--- src/rtl/led_seq_pkg.sv ---
// Shared types and colour constants for the LED pattern sequencer.
// step_t describes one table entry at the default duration width.
package led_seq_pkg;

   typedef enum logic [2:0] {
      S_IDLE = 3'd0,
      S_LOAD = 3'd1,
      S_FIRE = 3'd2,
      S_WAIT = 3'd3,
      S_GAP  = 3'd4
   } seq_state_e;

   typedef logic [2:0] rgb_t;

   localparam rgb_t RGB_OFF   = 3'b000;
   localparam rgb_t RGB_RED   = 3'b100;
   localparam rgb_t RGB_GREEN = 3'b010;
   localparam rgb_t RGB_BLUE  = 3'b001;
   localparam rgb_t RGB_WHITE = 3'b111;

   localparam int DUR_WIDTH_DEF = 27;

   typedef struct packed {
      rgb_t                     rgb;
      logic [DUR_WIDTH_DEF-1:0] dur;
   } step_t;

endpackage

--- src/rtl/led_step_table.sv ---
// Pattern table: NUM_STEPS {rgb, duration} entries, one write port and a
// combinational read port. All entries clear to {0,0} on reset.
module led_step_table
   import led_seq_pkg::*;
#(
   parameter  int NUM_STEPS = 8,
   parameter  int DUR_WIDTH = 27,
   localparam int ADDR_W    = $clog2(NUM_STEPS)
) (
   input  logic                 clk,
   input  logic                 rst,
   input  logic                 we_i,
   input  logic [ADDR_W-1:0]    waddr_i,
   input  rgb_t                 wrgb_i,
   input  logic [DUR_WIDTH-1:0] wdur_i,
   input  logic [ADDR_W-1:0]    raddr_i,
   output rgb_t                 rrgb_o,
   output logic [DUR_WIDTH-1:0] rdur_o
);

   rgb_t                 rgb_q [NUM_STEPS];
   logic [DUR_WIDTH-1:0] dur_q [NUM_STEPS];

   always_ff @(posedge clk or posedge rst) begin
      if (rst) begin
         for (int i = 0; i < NUM_STEPS; i++) begin
            rgb_q[i] <= RGB_OFF;
            dur_q[i] <= '0;
         end
      end else if (we_i) begin
         rgb_q[waddr_i] <= wrgb_i;
         dur_q[waddr_i] <= wdur_i;
      end
   end

   assign rrgb_o = rgb_q[raddr_i];
   assign rdur_o = dur_q[raddr_i];

endmodule

--- src/rtl/led_sequencer.sv ---
// Plays the step table through a downstream led_controller: load a step,
// pulse start, wait for trigger_next, optional gap, then advance or finish.
module led_sequencer
   import led_seq_pkg::*;
#(
   parameter  int NUM_STEPS  = 8,
   parameter  int DUR_WIDTH  = DUR_WIDTH_DEF,
   parameter  int GAP_CYCLES = 0,
   localparam int ADDR_W     = $clog2(NUM_STEPS)
) (
   input  logic                 clk,
   input  logic                 rst,
   input  logic                 cfg_we,
   input  logic [ADDR_W-1:0]    cfg_addr,
   input  rgb_t                 cfg_rgb,
   input  logic [DUR_WIDTH-1:0] cfg_dur,
   input  logic [ADDR_W-1:0]    cfg_last,
   input  logic                 loop,
   input  logic                 go,
   input  logic                 stop,
   output logic                 busy,
   output logic [ADDR_W-1:0]    step_idx,
   output logic                 done,
   output rgb_t                 ctrl_rgb,
   output logic [DUR_WIDTH-1:0] ctrl_pulse_cycles,
   output logic                 ctrl_start,
   output logic                 ctrl_abort,
   input  logic                 ctrl_trigger_next,
   output seq_state_e           dbg_state
);

   localparam bit HAS_GAP = (GAP_CYCLES > 0);

   seq_state_e           state_q;
   logic [ADDR_W-1:0]    step_idx_q, last_q;
   logic                 busy_q, done_q, ctrl_start_q, ctrl_abort_q;
   rgb_t                 ctrl_rgb_q;
   logic [DUR_WIDTH-1:0] ctrl_pc_q;

   rgb_t                 tbl_rgb;
   logic [DUR_WIDTH-1:0] tbl_dur;
   logic                 at_last, gap_go, gap_last, adv_d;
   logic [ADDR_W-1:0]    adv_idx_d;

   led_step_table #(
      .NUM_STEPS (NUM_STEPS),
      .DUR_WIDTH (DUR_WIDTH)
   ) u_table (
      .clk     (clk),
      .rst     (rst),
      .we_i    (cfg_we),
      .waddr_i (cfg_addr),
      .wrgb_i  (cfg_rgb),
      .wdur_i  (cfg_dur),
      .raddr_i (step_idx_q),
      .rrgb_o  (tbl_rgb),
      .rdur_o  (tbl_dur)
   );

   assign at_last   = (step_idx_q == last_q);
   assign gap_go    = HAS_GAP && (!at_last || loop);
   assign adv_idx_d = at_last ? '0 : step_idx_q + ADDR_W'(1);

   if (HAS_GAP) begin : g_gap
      localparam int GAP_W = $clog2(GAP_CYCLES + 1);
      logic [GAP_W-1:0] gap_cnt_q;

      always_ff @(posedge clk or posedge rst) begin
         if (rst)                  gap_cnt_q <= '0;
         else if (state_q == S_GAP) gap_cnt_q <= gap_cnt_q + GAP_W'(1);
         else                      gap_cnt_q <= '0;
      end

      assign gap_last = (gap_cnt_q == GAP_W'(GAP_CYCLES - 1));
   end else begin : g_no_gap
      assign gap_last = 1'b0;
   end

   // Advance decision: leave the current step this edge (skip, trigger, or gap end).
   always_comb begin
      adv_d = 1'b0;
      case (state_q)
         S_LOAD:  adv_d = (tbl_dur == '0);
         S_WAIT:  adv_d = ctrl_trigger_next && !gap_go;
         S_GAP:   adv_d = gap_last;
         default: adv_d = 1'b0;
      endcase
   end

   // Controller handshake: ctrl_start is a one-cycle request with rgb/pulse_cycles
   // held stable from LOAD through WAIT; trigger_next is honoured only in WAIT.
   always_ff @(posedge clk or posedge rst) begin
      if (rst) begin
         state_q      <= S_IDLE;
         step_idx_q   <= '0;
         last_q       <= '0;
         busy_q       <= 1'b0;
         done_q       <= 1'b0;
         ctrl_start_q <= 1'b0;
         ctrl_abort_q <= 1'b0;
         ctrl_rgb_q   <= RGB_OFF;
         ctrl_pc_q    <= '0;
      end else begin
         ctrl_start_q <= 1'b0;
         ctrl_abort_q <= 1'b0;
         done_q       <= 1'b0;
         if (stop && state_q != S_IDLE) begin
            state_q      <= S_IDLE;
            busy_q       <= 1'b0;
            ctrl_abort_q <= 1'b1;
            ctrl_rgb_q   <= RGB_OFF;
            ctrl_pc_q    <= '0;
         end else begin
            case (state_q)
               S_IDLE: begin
                  if (go && !stop) begin
                     state_q    <= S_LOAD;
                     busy_q     <= 1'b1;
                     step_idx_q <= '0;
                     last_q     <= cfg_last;
                  end
               end
               S_LOAD: begin
                  ctrl_rgb_q <= tbl_rgb;
                  ctrl_pc_q  <= tbl_dur;
                  if (tbl_dur != '0) state_q <= S_FIRE;
               end
               S_FIRE: begin
                  ctrl_start_q <= 1'b1;
                  state_q      <= S_WAIT;
               end
               S_WAIT: begin
                  if (ctrl_trigger_next && gap_go) state_q <= S_GAP;
               end
               S_GAP: begin
               end
               default: state_q <= S_IDLE;
            endcase
            if (adv_d) begin
               if (at_last && !loop) begin
                  state_q <= S_IDLE;
                  busy_q  <= 1'b0;
                  done_q  <= 1'b1;
               end else begin
                  state_q    <= S_LOAD;
                  step_idx_q <= adv_idx_d;
               end
            end
         end
      end
   end

   assign busy              = busy_q;
   assign step_idx          = step_idx_q;
   assign done              = done_q;
   assign ctrl_rgb          = ctrl_rgb_q;
   assign ctrl_pulse_cycles = ctrl_pc_q;
   assign ctrl_start        = ctrl_start_q;
   assign ctrl_abort        = ctrl_abort_q;
   assign dbg_state         = state_q;

endmodule

--- config.mk ---
export PLATFORM = sky130hd
export DESIGN_NAME = led_sequencer
export DESIGN_NICKNAME = d
export VERILOG_FILES = /design/src/rtl/led_seq_pkg.sv /design/src/rtl/led_step_table.sv /design/src/rtl/led_sequencer.sv
export SDC_FILE = /design/constraint.sdc
export NUM_CORES = 1
export LEC_CHECK = 0
export ABC_AREA = 0
export CAP_MARGIN = 10
export CORE_MARGIN = 4
export CORE_UTILIZATION = 45
export CTS_BUF_LIST = sky130_fd_sc_hd__clkbuf_4 sky130_fd_sc_hd__clkbuf_8 sky130_fd_sc_hd__clkbuf_16
export CTS_CLUSTER_SIZE = 25
export DETAILED_ROUTE_END_ITERATION = 7
export HOLD_SLACK_MARGIN = 0.03
export PLACE_DENSITY = 0.73
export SYNTH_ARGS = -nofsm -noshare
export SYNTH_HDL_FRONTEND = slang
export SYNTH_SLANG_ARGS = --single-unit
--- constraint.sdc ---
create_clock -name clk -period 8.3 [get_ports clk]
set_input_delay 0.83 -clock clk [delete_from_list [all_inputs] [get_ports clk]]
set_output_delay 0.83 -clock clk [all_outputs]
set_load 0.005 [all_outputs]
# [Word level (Yosys, flattened, before mapping)]
# Cells that the tools add are included.
[word_totals] latchBits=0 memories=0 out_inout_bits=40 word_cells=93 ff_bits=283 mem_bits_ro=0 inputBits=43 mem_bits_rw=0
[classes] n_eq_ne=8 mux=39 n_addsub=1 n_reduce_logical=14 order_cmp=3 n_div=0 shift=0 bitwise_logic=3 mul=0
[ops] op="216-bit bitwise mux" count=1
[ops] op="27-bit two-way mux" count=5
[ops] op="27-bit binary-select mux with 3-bit select" count=1
[ops] op="27-bit demux with 3-bit select" count=1
[ops] op="3-bit two-way mux" count=14
[ops] op="27-bit zero test" count=1
[ops] op="27-bit nonzero test" count=1
[ops] op="24-bit bitwise mux" count=1
[ops] op="1-bit two-way mux" count=12
[ops] op="3-bit one-hot mux with 4 select lines" count=1
[ops] op="3-bit binary-select mux with 3-bit select" count=1
[ops] op="3-bit demux with 3-bit select" count=1
[ops] op="4-bit greater-or-equal comparator, second input constant" count=2
[ops] op="4-bit inequality test, second input constant" count=2
[ops] op="3-bit inverter with 4-bit output" count=2
[ops] op="3-bit by 2-bit equality test with 1-bit output, second input constant" count=2
[ops] op="3-bit AND reduction" count=2
[ops] op="1-bit logical AND" count=4
[ops] op="4-bit by 1-bit less-than comparator with 1-bit output, second input constant" count=1
[ops] op="3-bit by 1-bit adder with 3-bit output, second input constant" count=1
[ops] op="3-bit by 1-bit equality test with 1-bit output, second input constant" count=1
[ops] op="3-bit equality test" count=1
[ops] op="3-bit equality test, second input constant" count=1
[ops] op="3-bit zero test" count=1
[ops] op="7 further kinds" count=8

# [Logic depth before layout (Yosys ltp)]
[depth] ltp_word=9 mapped_depth=12 depth_no_buf=8

# [By module]
# A second synthesis with hierarchy kept.
[unflattened] cells_unflattened=822 area_unflattened_um2=12787.3
[by_module_without_submodules] module="led_step_table" seq_area_each_um2=6005.8 instances=1 cells_each=620 area_per_inst_um2=10865.4
[by_module_without_submodules] module="led_sequencer" seq_area_each_um2=1051.0 instances=1 cells_each=202 area_per_inst_um2=1921.8

# [Least setup slack after synthesis]
# Ideal clock, no wire load.
[synth_path] path_kind="reg2reg" from="reg step_idx_q[0] (netlist: step_idx[0])" to="reg step_idx_q[2] (netlist: step_idx[2])" required_time_ns=8.152 setup_time_ns=0.148 synth_period_minus_slack_ns=2.843 stages_incl_launch_ff=11 path_buffers=2 path_slack_ns=5.457 arrival_time_ns=2.696 path_cell_list="dfrtp_1 > buf_6 > buf_2 > mux2_2 > o22ai_1 > nor2_1 > or4b_1 > nor4_1 > or4b_1 > nand2_1 > a31oi_1"
[synth_between] elab_chain_cells=7 elab_cells_between_ends=12 classes_between="1 x add/sub; 1 x eq/ne; 7 x mux; 1 x bitwise; 2 x reduce/logical"
[synth_rtl] item="start, declared" line="led_sequencer.sv:35" source="logic [ADDR_W-1:0] step_idx_q, last_q;"
[synth_rtl] item="start signal, assigned" line="led_sequencer.sv:146" source="step_idx_q <= adv_idx_d;"
[synth_rtl] item="3-bit inverter with 4-bit output (not written as such)" line="led_step_table.sv:37" source="assign rdur_o = dur_q[raddr_i];"
[synth_rtl] item="27-bit binary-select mux with 3-bit select" line="led_step_table.sv:37"
[synth_rtl] item="27-bit two-way mux (not written as such) (2 in series)" line="led_step_table.sv:37"
[synth_rtl] item="27-bit zero test" line="led_sequencer.sv:83" source="S_LOAD: adv_d = (tbl_dur == '0);"
[synth_rtl] item="1-bit one-hot mux with 2 select lines" line="led_sequencer.sv:82" source="case (state_q)"
[synth_rtl] item="3-bit two-way mux (*)" line="led_sequencer.sv:139" source="if (adv_d) begin"
# Every way passes the cells marked *; elsewhere a longest branch is shown, timed or not. The select of a mux whose other input is x is not followed.
# A chain may end at the register's enable or synchronous reset.

# [Worst setup path after layout]
# Same ends and word-level chain as after synthesis.

==> impl_metrics.env <==
export IMPL_place_congestion=0.834
export IMPL_whs_ps=478
export IMPL_routedWlPerCell_um=22.1
export IMPL_hpwl_um=18200
export IMPL_layout_nets=997
export IMPL_finalSetupTns_ps=0
export IMPL_cp_data_required_time_ps=8680
export IMPL_syn2layout_area_growth_pct=17.3
export IMPL_pwr_density_cell_nw_per_um2=307
export IMPL_ys_flop_type="dfrtp_1"
export IMPL_dpl_worst_slack_ps=4090
export IMPL_antenna_cells=0
export IMPL_ys_types=51
export IMPL_finalSetupViolCount=0
export IMPL_coreArea_um2=27800
export IMPL_hp_class="reg -> reg"
export IMPL_yosys_warnings=0
export IMPL_setup_slack_ps=4110
export IMPL_yosysTopAreaCellShare_pct=55.8
export IMPL_final_setup_skew_ps=9.15
export IMPL_ff2ff_path_depth=8
export IMPL_synthTopCellsByArea="dfrtp_1, mux2_2, mux4_2"
export IMPL_die_w_um=176
export IMPL_p_total_mw=4.55
export IMPL_fin_area_um2=14800
export IMPL_whs_endpoint="ctrl_pulse_cycles[18]$_DFFE_PP0P_"
export IMPL_seqPwrFrac_pct=43.0
export IMPL_async_flop_share_pct=100
export IMPL_postCtsSetupBuffers=0
export IMPL_rsz0062_at_grt="no"
export IMPL_synth_seq_cells=282
export IMPL_start_util_pct=45.5
export IMPL_p_clk_share_pct=29.0
export IMPL_ant_nets=0
export IMPL_grt_overflow_total=0
export IMPL_worstHoldStart="ctrl_pulse_cycles[18]$_DFFE_PP0P_"
export IMPL_pin_count=83
export IMPL_cts_sinks=282
export IMPL_drv_slew=0
export IMPL_die_area_um2=30800
export IMPL_cts_resized=0
export IMPL_syn_nets=924
export IMPL_timing_hold_violations_final=0
export IMPL_max_cap_violations=0
export IMPL_p_sw_mw=1.34
export IMPL_first_global_vias=8100
export IMPL_crit_path_end_kind="register"
export IMPL_fin_crit_sh_pct=50.4
export IMPL_cts_tree="done"
export IMPL_min_path_cells=2
export IMPL_routed_via_density=5.76
export IMPL_combPwrFrac_pct=28.0
export IMPL_max_slew_margin_pct=22.6
export IMPL_path_max_fanout=44
export IMPL_insertion_delay_ps=530
export IMPL_drc=0
export IMPL_portBuffers=81
export IMPL_critical_path_startpoint_type="register"
export IMPL_syn_inst=876
export IMPL_grt_usage_pct=19.3
export IMPL_path_clk_slew_ps=70
export IMPL_cts_buffers=28
export IMPL_outcome="finished clean"
export IMPL_place_area_um2=13800
export IMPL_critPathKind="reg -> reg"
export IMPL_grt_pass1_wl_um=47000
export IMPL_synth_edf_count=0
export IMPL_dr_pass1_iters=5
export IMPL_syn_avg_cell_area_um2=14.4
export IMPL_reg2reg_from="step_idx[0]$_DFFE_PP0N_"
export IMPL_cts_buffer_depth=3
export IMPL_drt_iter0_drc=529
export IMPL_max_freq_mhz=239
export IMPL_worst_slew_pin_slew_ps=1140
export IMPL_antenna_found_initial=1
export IMPL_synth_area_leader_cell="dfrtp_1"
export IMPL_leakage_nw=6.08
export IMPL_post_route_min_period_ps=4190
export IMPL_cts_hold_buffers_added=0
export IMPL_cp_arrival_ps=4570
export IMPL_clockRootBuffer="clkbuf_16"
export IMPL_p_int_mw=3.22
export IMPL_switching_share_pct=29.3
export IMPL_die_h_um=176
export IMPL_grt_max_degree=183
export IMPL_syn_area_um2=12600
export IMPL_ys_seq_area_share_pct=55.8
export IMPL_drive_gt1_share_pct=37.7
export IMPL_r2r_slack_ps=4110
export IMPL_drt_wl_total_um=29800
export IMPL_vdd_drop_max_mv=0.192
export IMPL_fp_row_count=61
export IMPL_htreeDepth=1
export IMPL_r2r_end="step_idx[2]$_DFFE_PP0N_"
export IMPL_vias=7750
==> cells by family after synthesis <==
kind of cell,synth area share [%]
mux,32.4
flops,55.8
simple gates,4.31
compound gates,4.57
buf+inv,2.18
fa+ha+maj,0.495
xor+xnor,0.208
other cells,0.0297
==> stage by stage <==
| step | instances | util (%) |
|---|---|---|
| 6_report | 1346 | 53.3 |
| 2_1_floorplan | 876 | - |
| 5_1_grt | 1346 | 53.3 |
| 3_3_place_gp | 1297 | 49.8 |
| 3_5_place_dp | 1297 | 49.8 |
| 4_1_cts | 1346 | 53.3 |
==> critical path, cell delays in order, from the launching register on <==
cell and delay [ps]:
dfrtp_4 900, buf_4 710, mux4_2 580, mux2_2 320, or4b_1 530, nor4_1 290, or4b_1 480, nand2_1 100
a31oi_1 80
==> how the worst max path moves through the flow <==
stage	start	to	slack (ps)	depth (start not counted)
after global placement	step_idx[0]$_DFFE_PP0N_	step_idx[2]$_DFFE_PP0N_	4140	8
after detailed placement	step_idx[0]$_DFFE_PP0N_	step_idx[2]$_DFFE_PP0N_	4090	8
after floorplan	rst	busy$_DFF_PP0_	3730	1
after global routing	step_idx[0]$_DFFE_PP0N_	step_idx[2]$_DFFE_PP0N_	3880	8
final	step_idx[0]$_DFFE_PP0N_	step_idx[2]$_DFFE_PP0N_	4110	8
after CTS	step_idx[0]$_DFFE_PP0N_	step_idx[2]$_DFFE_PP0N_	4070	8
==> flip-flops by register name (all words and copies together) (netlist names) <==
signal / count
dbg_state: 2
busy: 1
ctrl_abort: 1
u_table.dur_q: 216
done: 1
u_table.rgb_q: 24
last_q: 3
ctrl_start: 1
step_idx: 3
ctrl_rgb: 3
ctrl_pulse_cycles: 27
==> synthesized netlist by cell type (2+ instances only) <==
cell	instances
a22o_1	8
nor3b_1	2
nand2_1	33
a221oi_1	3
nand3b_1	2
a311oi_1	4
o22ai_1	14
nor2_1	15
nor4_1	2
and2_1	3
nand3_1	7
nor3_1	5
or2_2	2
nand2b_1	5
mux2_2	256
o21ai_0	27
mux2i_1	42
buf_2	10
a21oi_1	11
a211oi_1	5
or4b_1	2
xnor2_1	3
buf_1	9
a2111oi_0	2
ha_1	5
clkbuf_1	26
and3_1	2
nand4_1	5
a22oi_1	5
nand4b_1	4
dfrtp_1	282
inv_1	10
buf_4	6
nor2b_1	8
mux4_2	35
==> per-layer routing <==
metal | vias to the layer above | part of all wire, % | track usage, %
li1 | 3404 | - | -
met2 | 211 | 48 | 31.7
met3 | 43 | 5.4 | 2.69
met1 | 4090 | 45 | 27.5
met4 | 2 | 1.8 | 4.61
met5 | - | 0.027 | 0
==> cell usage in the layout, fill, tap and decap left out, types with 4 or more instances in the layout <==
master           count
clkbuf_8             7
mux2i_1             41
a22oi_1              5
dfrtp_1            280
nor2b_1              8
ha_1                 5
mux2_2             256
clkbuf_4             6
nand2b_1             5
a311oi_1             4
a21oi_1             11
a211oi_1             5
buf_4               13
nand4b_1             4
o21ai_0             27
o22ai_1             14
nand4_1              5
clkbuf_16           29
nand3_1              7
clkinv_2             4
nand2_1             33
a22o_1               8
mux4_2              35
clkdlybuf4s50_1     81
nor2_1              15
inv_1                9
==> power groups by stage <==
stage,Sequential [mW],Clock [mW],Combinational (mW)
2_1_floorplan,1.87,0,0.891
3_3_place_gp,1.97,0,1.24
3_5_place_dp,1.98,0,1.27
4_1_cts,1.96,1.34,1.28
5_1_grt,2.00,1.40,1.38
6_report,1.96,1.32,1.27
==> layout make-up <==
| cell class | instances | area (um2) |
|---|---|---|
| Clock inverter | 7 | 110 |
| Fill cell | 2271 | 13000 |
| Clock buffer | 42 | 867 |
| Multi-Input combinational cell | 532 | 5340 |
| Inverter | 10 | 41.3 |
| Tap cell | 378 | 473 |
| Timing Repair Buffer | 95 | 928 |
| Sequential cell | 282 | 7060 |
No activity file was read; power rests on OpenSTA's default activity.
